===== config.mk =====
export PLATFORM = sky130hd
export DESIGN_NAME = pc_sequencer
export DESIGN_NICKNAME = d
export VERILOG_FILES = /design/src/rtl/pc_sequencer.sv
export SDC_FILE = /design/constraint.sdc
export NUM_CORES = 1
export LEC_CHECK = 0
export BUFFER_PORTS_ARGS = -buffer_cell sky130_fd_sc_hd__buf_2
export CAP_MARGIN = 10
export CORE_AREA = 2 2 62 70
export CTS_CLUSTER_DIAMETER = 100
export DETAILED_ROUTE_END_ITERATION = 7
export DIE_AREA = 0 0 64 72
export GPL_TIMING_DRIVEN = 0
export SETUP_SLACK_MARGIN = 0.5
export SYNTH_ARGS = -nofsm -noshare
export SYNTH_HDL_FRONTEND = slang
export SYNTH_SLANG_ARGS = --single-unit

===== constraint.sdc =====
create_clock -name clk -period 3.75 [get_ports clk]
set_input_delay 0.9375 -clock clk [delete_from_list [all_inputs] [get_ports clk]]
set_output_delay 0.9375 -clock clk [all_outputs]
set_load 0.02 [all_outputs]

===== src/rtl/pc_sequencer.sv =====
// pc_sequencer: program counter for the 8-bit computer.
//
// It counts 0..MAX_COUNT and then wraps to 0. One count step happens every
// PRESCALE enabled clock cycles. The block also provides a synchronous jump
// load, a single-step mode, and halt/stop inputs.
//
// Ports:
//   clk       system clock
//   reset     asynchronous, active-high reset
//   start     enter RUNNING (level or pulse)
//   stop      enter STOPPED (level or pulse)
//   hlt       halt from the control sequencer; acts like stop
//   step      single-step request, accepted only while STOPPED
//   load      synchronous jump strobe; count takes load_val
//   load_val  jump target
//   count     current program address (registered)
//   tick      combinational; high in the cycle before count advances
//   wrapped   registered one-cycle pulse after a MAX_COUNT -> 0 increment
//   running   registered; high in RUNNING or STEPPING
module pc_sequencer #(
  parameter int unsigned WIDTH     = 4,
  parameter int unsigned MAX_COUNT = 7,
  parameter int unsigned PRESCALE  = 65536,
  parameter int unsigned PS_W      = 16
) (
  input  logic             clk,
  input  logic             reset,
  input  logic             start,
  input  logic             stop,
  input  logic             hlt,
  input  logic             step,
  input  logic             load,
  input  logic [WIDTH-1:0] load_val,
  output logic [WIDTH-1:0] count,
  output logic             tick,
  output logic             wrapped,
  output logic             running
);

  localparam logic [WIDTH-1:0] MaxVal = WIDTH'(MAX_COUNT);
  localparam logic [PS_W-1:0]  PsLast = PS_W'(PRESCALE - 1);

  typedef enum logic [1:0] {
    StStopped,
    StRunning,
    StStepping
  } state_e;

  state_e           state_q, state_d;
  logic [PS_W-1:0]  ps_q, ps_d;
  logic [WIDTH-1:0] count_q, count_d;
  logic             wrapped_q, wrapped_d;
  logic             running_q;
  logic             halt_req;

  assign halt_req = stop | hlt;

  // State register
  always_ff @(posedge clk or posedge reset) begin
    if (reset) begin
      state_q   <= StStopped;
      ps_q      <= '0;
      count_q   <= '0;
      wrapped_q <= 1'b0;
      running_q <= 1'b0;
    end else begin
      state_q   <= state_d;
      ps_q      <= ps_d;
      count_q   <= count_d;
      wrapped_q <= wrapped_d;
      running_q <= (state_d != StStopped);
    end
  end

  // Next-state logic. Priority is stop/hlt, then start, then step.
  always_comb begin
    state_d = state_q;
    unique case (state_q)
      StStopped: begin
        if (halt_req) begin
          state_d = StStopped;
        end else if (start) begin
          state_d = StRunning;
        end else if (step) begin
          state_d = StStepping;
        end
      end
      StRunning: begin
        if (halt_req) begin
          state_d = StStopped;
        end
      end
      StStepping: begin
        // A single step ends at the edge where its one tick fires.
        if (halt_req || tick) begin
          state_d = StStopped;
        end
      end
      default: state_d = StStopped;
    endcase
  end

  // Tick is suppressed by a coincident stop/hlt, so that increment never happens.
  always_comb begin
    tick = !reset && (state_q != StStopped) && (ps_q == PsLast) && !halt_req;
  end

  // Prescaler. It is held at 0 while stopped and restarts from 0 on every entry
  // into an active state. That restart gives a fixed PRESCALE latency to the first tick.
  always_comb begin
    ps_d = ps_q;
    if (state_d == StStopped || state_q == StStopped) begin
      ps_d = '0;
    end else if (ps_q == PsLast) begin
      ps_d = '0;
    end else begin
      ps_d = ps_q + PS_W'(1);
    end
  end

  // Count update. A load overrides any tick that happens in the same cycle.
  // A value above MAX_COUNT wraps to 0 on its next tick.
  always_comb begin
    count_d   = count_q;
    wrapped_d = 1'b0;
    if (load) begin
      count_d = load_val;
    end else if (tick && (count_q >= MaxVal)) begin
      count_d   = '0;
      wrapped_d = 1'b1;
    end else if (tick) begin
      count_d = count_q + WIDTH'(1);
    end
  end

  // Outputs
  always_comb begin
    count   = count_q;
    wrapped = wrapped_q;
    running = running_q;
  end

endmodule


== Yosys cells after proc, flatten, opt, wreduce, memory -nomap -nowiden ==
Cells that the tools add are included.
Operators by class
  add/subtract/negate cells: 2
  $mul: 0
  divide/modulo/power cells: 0
  magnitude comparators: 1
  eq/ne operators: 3
  shift-type cells: 0
  muxes and demuxes: 13
  bitwise logic cells: 1
  reductions and logical operators: 13
Operators by type and width (count)
  16-bit 2-to-1 mux: 2
  16-bit by 1-bit adder with 16-bit output, second input constant: 1
  16-bit equality test, second input constant: 1
  4-bit 2-to-1 mux: 3
  2-bit 2-to-1 mux: 5
  2-bit case mux with 3 select lines: 1
  4-bit by 1-bit adder with 4-bit output, second input constant: 1
  4-bit by 3-bit greater-or-equal comparator with 1-bit output, second input constant: 1
  1-bit logical AND: 4
  2-bit logical NOT: 2
  2-bit nonzero test: 2
  3-bit nonzero test: 1
  2-bit by 1-bit equality test with 1-bit output, second input constant: 1
  2-bit equality test, second input constant: 1
  1-bit logical NOT: 2
  1-bit logical OR: 2
  1-bit 2-to-1 mux: 2
  1-bit OR: 1
Storage, ports and cells
  bits in registers: 24
  latch bits: 0
  RAM bits: 0
  bits in read-only memories: 0
  input bits: 11
  output and inout port bits: 7
  logic and storage cells: 38
  memories: 0

== Longest topological paths before layout ==
Gate-level depths: netlist of run 1.
  depth in word-level cells: 10
  gate-level depth with buffers: 7
  depth with buffers taken out: 6

== Worst setup path after synthesis of run 1 ==
Ideal clock, no wire load.
  path kind: input -> output
  start point: in reset
  end point: out tick
  data arrival time: 2.325 ns
  data required time: 2.812 ns
  slack: 0.487 ns
  stages on the path: 5
  path buffers: 1
  cell sequence: inv_1 -> nand3_1 -> or3_1 -> buf_6 -> inv_1
On the way
  word-level cells in the longest chain between the ends: 4
RTL lines
  from (decl): line 27  | input logic reset,
  1-bit logical NOT: line 105  | tick = !reset && (state_q != StStopped) && (ps_q == PsLast) && !halt_req;
  1-bit logical AND (3 in series): line 105
  to (decl): line 35  | output logic tick,
No other way between the ends.

== Final worst setup path of run 1 ==
Ends and elaborated chain as after synthesis.

==> results of run 1 <==
-- layer usage --
metal	global-route usage [%]	share of wire [%]	up-vias
met5	0	0	-
met4	2.90	0.98	0
li1	-	-	467
met2	20.3	49	20
met1	14.3	46	423
met3	1.71	4.4	4
-- path summary, 6_finish.rpt --
check / end / depth (start not counted) / slack, ns
worst max-delay path: tick / 7 / 0.66
worst min register to register: ps_q[0] / 1 / 0.51
max in group asynchronous: ps_q[3] / 2 / 2.75
worst min-delay path: ps_q[0] / 1 / 0.51
min in group asynchronous: ps_q[10] / 2 / 0.64
worst max register to register: count[3] / 7 / 1.57
-- area by class of cell --
| cell class | instances | area, um^2 | share of cell area, % |
|---|---|---|---|
| Timing Repair Buffer | 16 | 80.1 | 5.56 |
| Inverter | 4 | 18.8 | 1.30 |
| Multi-Input combinational cell | 92 | 593 | 41.2 |
| Buffer | 4 | 22.5 | 1.56 |
| Clock buffer | 4 | 55.1 | 3.82 |
| Timing Repair inverter | 1 | 5.00 | 0.348 |
| Tap cell | 52 | 65.1 | 4.52 |
| Sequential cell | 24 | 601 | 41.7 |
-- worst max-delay path: stages --
cell and delay (ns):
buf_2 0.12, clkinvlp_4 0.21, nand3_1 0.15, or3_1 0.38, buf_6 0.15, inv_1 0.04
buf_2 0.15
-- placed cells by master (no fill, tap or decap), types with 3 or more instances in the layout --
cell / instances
dfrtp_1: 24
nor2_1: 17
buf_2: 16
xor2_1: 12
nand2_1: 9
nand3_1: 5
o21ai_0: 4
nand4_1: 4
clkbuf_8: 4
nor3_1: 3
and2_1: 3
inv_1: 3
a21oi_1: 3
-- cells in the mapped netlist (2+ instances only) --
master | count | area share [%]
clkbuf_1 | 2 | 0.61
mux2i_1 | 2 | 1.6
nor3_1 | 3 | 1.2
nand2_1 | 9 | 2.7
and2_1 | 3 | 1.5
a21oi_1 | 3 | 1.2
ha_1 | 2 | 2.0
dfrtp_1 | 24 | 49
nand3_1 | 5 | 2.0
xnor2_1 | 2 | 1.4
and4_1 | 2 | 1.4
nor2_1 | 17 | 5.2
inv_1 | 4 | 1.2
xor2_1 | 12 | 8.5
nand4_1 | 4 | 2.0
o21ai_0 | 4 | 1.6
nand2b_1 | 2 | 1.0
or3_1 | 2 | 1.0
nor2b_1 | 2 | 1.0
o21ai_1 | 2 | 0.81
a211oi_1 | 2 | 1.2
-- report_power, final --
| group | switching (W) | internal [W] | leakage (nW) |
|---|---|---|---|
| clock network | 0.0000784 | 0.0000935 | 0.0288 |
| logic | 0.0000290 | 0.0000205 | 0.296 |
| registers | 0.00000662 | 0.000265 | 0.325 |
| total | 0.000114 | 0.000379 | 0.650 |
-- state kept, by name (all words and copies together), names as in the netlist --
register	cells
ps_q	16
count	4
state_q	2
running	1
wrapped	1
-- cells by family after synthesis --
logic type | synth area share, %
fa+ha+maj | 2.03
mux | 3.76
xor+xnor | 9.96
compound gates | 8.64
buf+inv | 3.05
simple gates | 23.8
flops | 48.8
-- per-stage QoR --
step                      setup WS, ns  hold WS (ns)  instance area, um^2
final                            0.664         0.508                 1440
after global routing             0.535         0.547                 1440
after CTS                        0.614         0.512                 1440
after detailed placement         0.415         0.500                 1380
after global placement           0.431         0.495                 1380
after floorplan                  0.790         0.469                 1230
==> impl_metrics.py, run 1 <==
metrics = {
    "setup_path": {
        "worst_setup_path_end_kind": "output port",
        "worstSetupStartpointType": "primary input",
        "r2r_start": "ps_q[0]",
        "startpoint": "reset",
        "crit_fanout": 13,
        "critical_path_required_ns": 2.81,
        "critPathArrivalTime_ns": 2.15,
        "critPathKind": "in -> out",
    },
    "routing": {
        "drc": 0,
        "wl_um": 2250,
        "antenna_left": 0,
        "first_pass_iters": 4,
        "vias_per_cell": 4.64,
        "wire_per_inst_um": 11.4,
        "vias": 914,
        "drtIter0Drc": 50,
    },
    "logic_synthesis": {
        "ys_types": 37,
        "synth.yosys.seq_area_share_pct": 48.8,
        "synth_nets": 137,
        "avgSynthCellArea_um2": 9.93,
        "ys_seq_elements": 24,
        "ys_dominant_reg_cell": "dfrtp_1",
        "async_flop_share_pct": 100,
        "synth_edf_count": 0,
        "syn_area_um2": 1230,
        "syn_inst": 124,
        "yosysWarnings": 0,
    },
    "pwr": {
        "leakage_nw": 0.650,
        "p_per_area_nw_per_um2": 342,
        "power_w": 0.000493,
        "peakVddDrop_v": 0.000111,
    },
    "clock_network": {
        "cts-htree-levels": 1,
        "cts.sinks": 24,
        "clk_path_buf_depth": 2,
        "clk_pin_slew_ns": 0.09,
        "clk_latency_ns": 0.26,
        "holdBufCountCts": 0,
        "cts_buffers": 3,
        "cts.repair.resized": 0,
        "cts_tree": "done",
        "cts-root-buf": "clkbuf_8",
        "cts_setup_buffers": 0,
    },
    "cells_and_area": {
        "num_antenna_cells": 0,
        "drive_above_1_share_pct": 21.4,
        "fin_cells": 197,
        "post-route-util_pct": 37.2,
        "fillCellCount": 375,
        "num-nets-final": 159,
        "area.growth.synth_to_final_pct": 17.0,
    },
    "grt": {
        "grt_pass1_wl_um": 4240,
        "globalRouteTotalUtil_pct": 11.3,
        "grt_max_degree": 14,
        "antenna_found_initial": 0,
        "grt_overflow": 0,
        "grt_pass1_vias": 992,
    },
    "timing": {
        "finClkSkew_ns": 0.00926,
        "setup_viol": 0,
        "final-hold-violation-count": 0,
        "fin_crit_sh_pct": 82.3,
        "maxSlewViolCount": 0,
        "worstMarginPinSlew_ns": 0.538,
        "max_freq_mhz": 324,
        "relSlewSlack_pct": 63.9,
        "rsz0062_at_grt": "false",
        "fin_tns_setup_ns": 0,
        "fin_crit_ns": 3.09,
    },
    "worst_hold_path": {
        "min_from": "ps_q[0]",
        "min_path_type": "reg -> reg",
    },
    "floorplanning": {
        "die-width_um": 64,
        "die_h_um": 72,
        "core_area_um2": 3870,
        "start_util_pct": 31.8,
        "dieArea_um2": 4610,
        "rows": 24,
        "io-pin-count": 18,
    },
    "run": {
        "cap_violations": 0,
    },
    "placed_design": {
        "gp_congestion": 0.736,
        "io_buffers": 16,
        "hpwlAfterDp_um": 1710,
        "dpl.cell_count": 192,
    },
    "status": {
        "status": "completed",
    },
}
Power figures use the tool's default switching activity.
==> run 2, diff against run 1 <==
Clock period 3.75 ns to 2.6 ns, I/O delays scaled along.
==> run 2 against run 1 <==
  * Setup slack got worse by 0.41 ns
  * First-iteration DRC count fell by 34%
  * Critical path depth unchanged
  * Cell count up 5.6%
  * Die area did not move
  * Total power grew 46%
  * Highest routed layer unchanged
==> impl_metrics.py, run 2 (synthesis gave the netlist of run 1 again) <==
metrics = {
    "grt": {
        "grt_pass1_wl_um": 4410,
        "grt_overflow": 0,
        "grt_pass1_vias": 1043,
        "globalRouteTotalUtil_pct": 12.4,
        "antenna_found_initial": 0,
        "grt_max_degree": 14,
    },
    "placed_design": {
        "hpwlAfterDp_um": 1680,
        "dpl.cell_count": 192,
        "postPlaceCellArea_um2": 1390,
        "place_ws_ns": -0.0730,
        "gp_congestion": 0.751,
        "io_buffers": 16,
    },
    "clock_network": {
        "cts-htree-levels": 1,
        "clk_path_buf_depth": 2,
        "holdBufCountCts": 0,
        "clk_pin_slew_ns": 0.09,
        "cts-root-buf": "clkbuf_8",
        "cts_tree": "done",
        "cts.sinks": 24,
        "cts_buffers": 3,
        "clk_latency_ns": 0.27,
    },
    "timing": {
        "maxSlewViolCount": 0,
        "fin_ws_ns": 0.258,
        "finClkSkew_ns": 0.00845,
        "fin_crit_ns": 2.34,
        "max_freq_mhz": 427,
        "rsz0062_at_grt": "true",
        "fin_crit_sh_pct": 90.1,
        "final-hold-violation-count": 0,
        "relSlewSlack_pct": 62.9,
        "setup_viol": 0,
        "worstMarginPinSlew_ns": 0.554,
    },
    "setup_path": {
        "cpLargestDelayFamily": "simple AND/OR/NAND/NOR gates",
        "r2r_end": "count[3]",
        "startpoint": "ps_q[1]",
        "reg2reg_slack_ns": 0.42,
        "critPathArrivalTime_ns": 1.69,
        "path_cells": "ha_2 > and2_4 > nand4_4 > or3_1 > buf_6 > inv_6 > buf_6",
        "slowest_stage": "dfrtp_1",
        "r2r_start": "ps_q[1]",
        "worstSetupStartpointType": "flop",
        "reg2reg_depth": 9,
        "crit_fanout": 4,
        "worst_setup_path_end_kind": "output port",
        "critPathKind": "reg -> out",
        "critPathMaxStageDelay_ns": 0.37,
        "timing.critical_path.mode_cell": "buf_6",
        "critical_path_required_ns": 1.95,
        "critical_path_buf_inv_count": 3,
    },
    "run": {
        "cap_violations": 0,
    },
    "routing": {
        "wl_um": 2520,
        "vias_per_cell": 4.67,
        "drc": 0,
        "wire_per_inst_um": 12.1,
        "drtIter0Drc": 33,
        "first_pass_iters": 4,
        "antenna_left": 0,
        "vias": 972,
    },
    "worst_hold_path": {
        "min_path_type": "in -> async",
    },
    "floorplanning": {
        "dieArea_um2": 4610,
        "core_area_um2": 3870,
        "io-pin-count": 18,
        "start_util_pct": 31.8,
        "rows": 24,
        "die_h_um": 72,
        "die-width_um": 64,
    },
    "cells_and_area": {
        "num_antenna_cells": 0,
        "multi_input_area_um2": 617,
        "regMostFlops": "ps_q",
        "drive_above_1_share_pct": 30.8,
        "fillCellCount": 365,
        "final_cell_mix": "23 x dfrtp_1, 17 x nor2_1, 15 x buf_2, 12 x xor2_1, 10 x buf_4",
        "regArea_um2": 602,
        "fin_area_um2": 1560,
        "fin_cells": 208,
        "largest_reg_flops": 16,
        "layout_commonest_cell": "dfrtp_1",
        "area.growth.synth_to_final_pct": 26.9,
        "num-nets-final": 170,
    },
    "pwr": {
        "p_per_area_nw_per_um2": 461,
        "leakage_nw": 0.703,
        "peakVddDrop_v": 0.000190,
    },
    "status": {
        "status": "completed",
    },
}
[run 2: cell types whose count changed in the layout (fill, tap and decap cells not counted), sizes merged]
cell and delta:
buf +11
[run 2: timing repair]
action | 4_1_cts | 5_1_grt
pin swaps | 2 | 0
buffers inserted | 6 | 5
endpoints found under the setup margin | 2 | 2
resized for setup | 6 | 3
gates cloned | 1 | 0
[run 2: per-layer routing]
metal,global-route usage [%],part of all wire (%)
met1,13.5,42
met2,22.6,52
met3,2.02,3.6
met4,7.49,2.3
met5,0,0
[run 2: report_power, final]
part | internal, W | total, W | switching [W] | leakage (nW)
sequential | 0.000382 | 0.000391 | 0.00000896 | 0.324
combinational | 0.0000310 | 0.0000734 | 0.0000423 | 0.350
clock | 0.000136 | 0.000256 | 0.000120 | 0.0288
total | 0.000548 | 0.000720 | 0.000171 | 0.703
[run 2: worst max path at each step]
stage,slack (ns),end,cells after the start
floorplan,0.36,tick,5
global placement,-0.05,tick,7
detailed placement,-0.07,tick,7
CTS,0.25,tick,7
global route,0.20,tick,7
finish,0.26,tick,7
[run 2: area by class of cell]
| cell class | count | area share [%] |
|---|---|---|
| buffer | 4 | 1.44 |
| clock buffer | 4 | 3.52 |
| inverter | 4 | 1.52 |
| multi-input combinational | 92 | 39.5 |
| sequential | 24 | 38.5 |
| tap | 52 | 4.16 |
| timing repair buffer | 27 | 11.0 |
| timing repair inverter | 1 | 0.320 |
[run 2: worst register-to-register path: stages, from the launching register on]
cell	delay [ns]
dfrtp_1	0.37
ha_2	0.18
and2_4	0.17
nand4_4	0.09
or3_1	0.33
buf_6	0.14
buf_4	0.12
buf_6	0.12
mux2_4	0.29
mux2_2	0.26
[run 2: stage by stage]
stage	hold WS, ns	setup TNS [ns]	utilization, %	power (W)
finish	0.418	0	40.3	0.000720
global route	0.471	0	40.3	0.000752
CTS	0.435	0	39.1	0.000732
detailed placement	0.498	-0.0730	35.9	0.000469
global placement	0.491	-0.0477	35.9	0.000467
floorplan	0.469	0	-	0.000445
==> run 3, diff against run 2 <==
Settings changed: RECOVER_POWER set to 100.
==> run 3 against run 2 <==
  * Critical path type is now in -> out
  * Count of clock-buffer cells in the layout stayed put
  * Critical endpoint unchanged
  * Flip-flop and latch count stayed put
  * Register-to-register slack worse by 0.05 ns
  * Setup slack worse by 0.052 ns
  * First-iteration DRC count is 3.0% lower
  * Combinational power is 6.7% lower
  * Utilization is 1.0 points lower
==> impl_metrics.py, run 3 (synthesis gave the netlist of run 1 again) <==
metrics = {
    "clock_network": {
        "clk_path_buf_depth": 2,
        "cts-root-buf": "clkbuf_8",
        "cts_tree": "done",
        "clk_latency_ns": 0.27,
        "clk_pin_slew_ns": 0.08,
        "cts-htree-levels": 1,
        "cts_buffers": 3,
        "holdBufCountCts": 0,
        "cts.sinks": 24,
    },
    "setup_path": {
        "critical_path_required_ns": 1.95,
        "cpLargestDelayFamily": "simple AND/OR/NAND/NOR gates",
        "worstSetupStartpointType": "primary input",
        "path_cells": "clkbuf_1 > clkinvlp_2 > nand3_1 > or3_1 > buf_6 > inv_6 > buf_6",
        "critPathKind": "in -> out",
        "critical_path_buf_inv_count": 5,
        "slowest_stage": "or3_1",
        "critPathMaxStageDelay_ns": 0.41,
        "cp_num_cells": 7,
        "reg2reg_depth": 8,
        "crit_fanout": 3,
        "worst_setup_path_end_kind": "output port",
        "critPathArrivalTime_ns": 1.74,
        "timing.critical_path.mode_cell": "buf_6",
    },
    "routing": {
        "drtIter0Drc": 32,
        "vias": 976,
        "antenna_left": 0,
        "wire_per_inst_um": 12.1,
        "dr_wl_met3_um": 102,
        "first_pass_iters": 4,
        "m1WireLength_um": 1060,
        "wl_um": 2520,
        "top_layer": "met4",
        "drc": 0,
        "met2_length_um": 1300,
        "vias_per_cell": 4.69,
    },
    "timing": {
        "relSlewSlack_pct": 55.7,
        "final-hold-violation-count": 0,
        "finClkSkew_ns": 0.00752,
        "fin_crit_ns": 2.39,
        "rsz0062_at_grt": "true",
        "worstMarginPinSlew_ns": 0.664,
        "setup_viol": 0,
        "maxSlewViolCount": 0,
        "fin_crit_sh_pct": 92.1,
        "max_freq_mhz": 418,
    },
    "floorplanning": {
        "die_h_um": 72,
        "core_area_um2": 3870,
        "io-pin-count": 18,
        "start_util_pct": 31.8,
        "die-width_um": 64,
        "dieArea_um2": 4610,
        "rows": 24,
    },
    "cells_and_area": {
        "area.growth.synth_to_final_pct": 23.8,
        "layout_commonest_cell": "dfrtp_1",
        "largest_reg_flops": 16,
        "drive_above_1_share_pct": 21.8,
        "final_cell_mix": "23 x dfrtp_1, 17 x nor2_1, 12 x clkbuf_1, 12 x xor2_1, 9 x nand2_1",
        "num-nets-final": 170,
        "post-route-util_pct": 39.3,
        "fillCellCount": 383,
        "num_antenna_cells": 0,
        "fin_cells": 208,
        "regMostFlops": "ps_q",
    },
    "status": {
        "status": "completed",
    },
    "placed_design": {
        "hpwlAfterDp_um": 1680,
        "gp_congestion": 0.751,
        "dpl.cell_count": 192,
        "io_buffers": 16,
    },
    "grt": {
        "globalRouteTotalUtil_pct": 12.4,
        "grt_max_degree": 14,
        "grt_pass1_wl_um": 4410,
        "antenna_found_initial": 0,
        "grt_overflow": 0,
        "grt_pass1_vias": 1043,
    },
    "pwr": {
        "power_w": 0.000714,
        "leakage_nw": 0.666,
        "p_per_area_nw_per_um2": 468,
        "peakVddDrop_v": 0.000188,
    },
    "run": {
        "cap_violations": 0,
    },
    "worst_hold_path": {
        "min_path_type": "in -> async",
    },
}
## run 3: timing repair
item / 4_1_cts / 5_1_grt
setup buffers: 6 / 5
setup endpoints to repair: 2 / 2
gates cloned: 1 / 0
gates resized for setup: 6 / 3
pin swaps: 2 / 0
## run 3: worst paths after layout
| kind | startpoint | end | slack, ns |
|---|---|---|---|
| max in group asynchronous | reset | ps_q[11] | 1.45 |
| hold reg to reg | count[3] | count[2] | 0.52 |
| setup / recovery | reset | tick | 0.21 |
| setup reg to reg | ps_q[12] | count[3] | 0.37 |
| min in group clk | count[3] | count[2] | 0.52 |
| hold / removal | reset | count[2] | 0.42 |
## run 3: cell type report
class	instances	area [um^2]	share of cell area, %
Sequential cell	24	602	39.5
Buffer	4	22.5	1.48
Tap cell	52	65.1	4.27
Inverter	4	21.3	1.40
Clock buffer	4	55.1	3.61
Timing Repair Buffer	27	149	9.77
Timing Repair inverter	1	5.00	0.328
Multi-Input combinational cell	92	604	39.7
## run 3: through the flow
step	worst slack, ns	TNS [ns]	hold WS [ns]	area (um^2)
after CTS	0.252	0	0.435	1520
final	0.206	0	0.419	1520
after global placement	-0.0477	-0.0477	0.491	1390
after floorplan	0.363	0	0.469	1240
after global routing	0.134	0	0.479	1520
after detailed placement	-0.0730	-0.0730	0.498	1390
## run 3: per-layer routing
metal,up-vias,global-route usage (%)
met4,0,7.49
met3,5,2.02
met2,17,22.6
met5,-,0
li1,491,-
met1,463,13.5
## run 3: power breakdown
group	internal [W]	switching [W]
logic	0.0000267	0.0000418
registers	0.000382	0.00000910
clock network	0.000135	0.000119
total	0.000544	0.000170
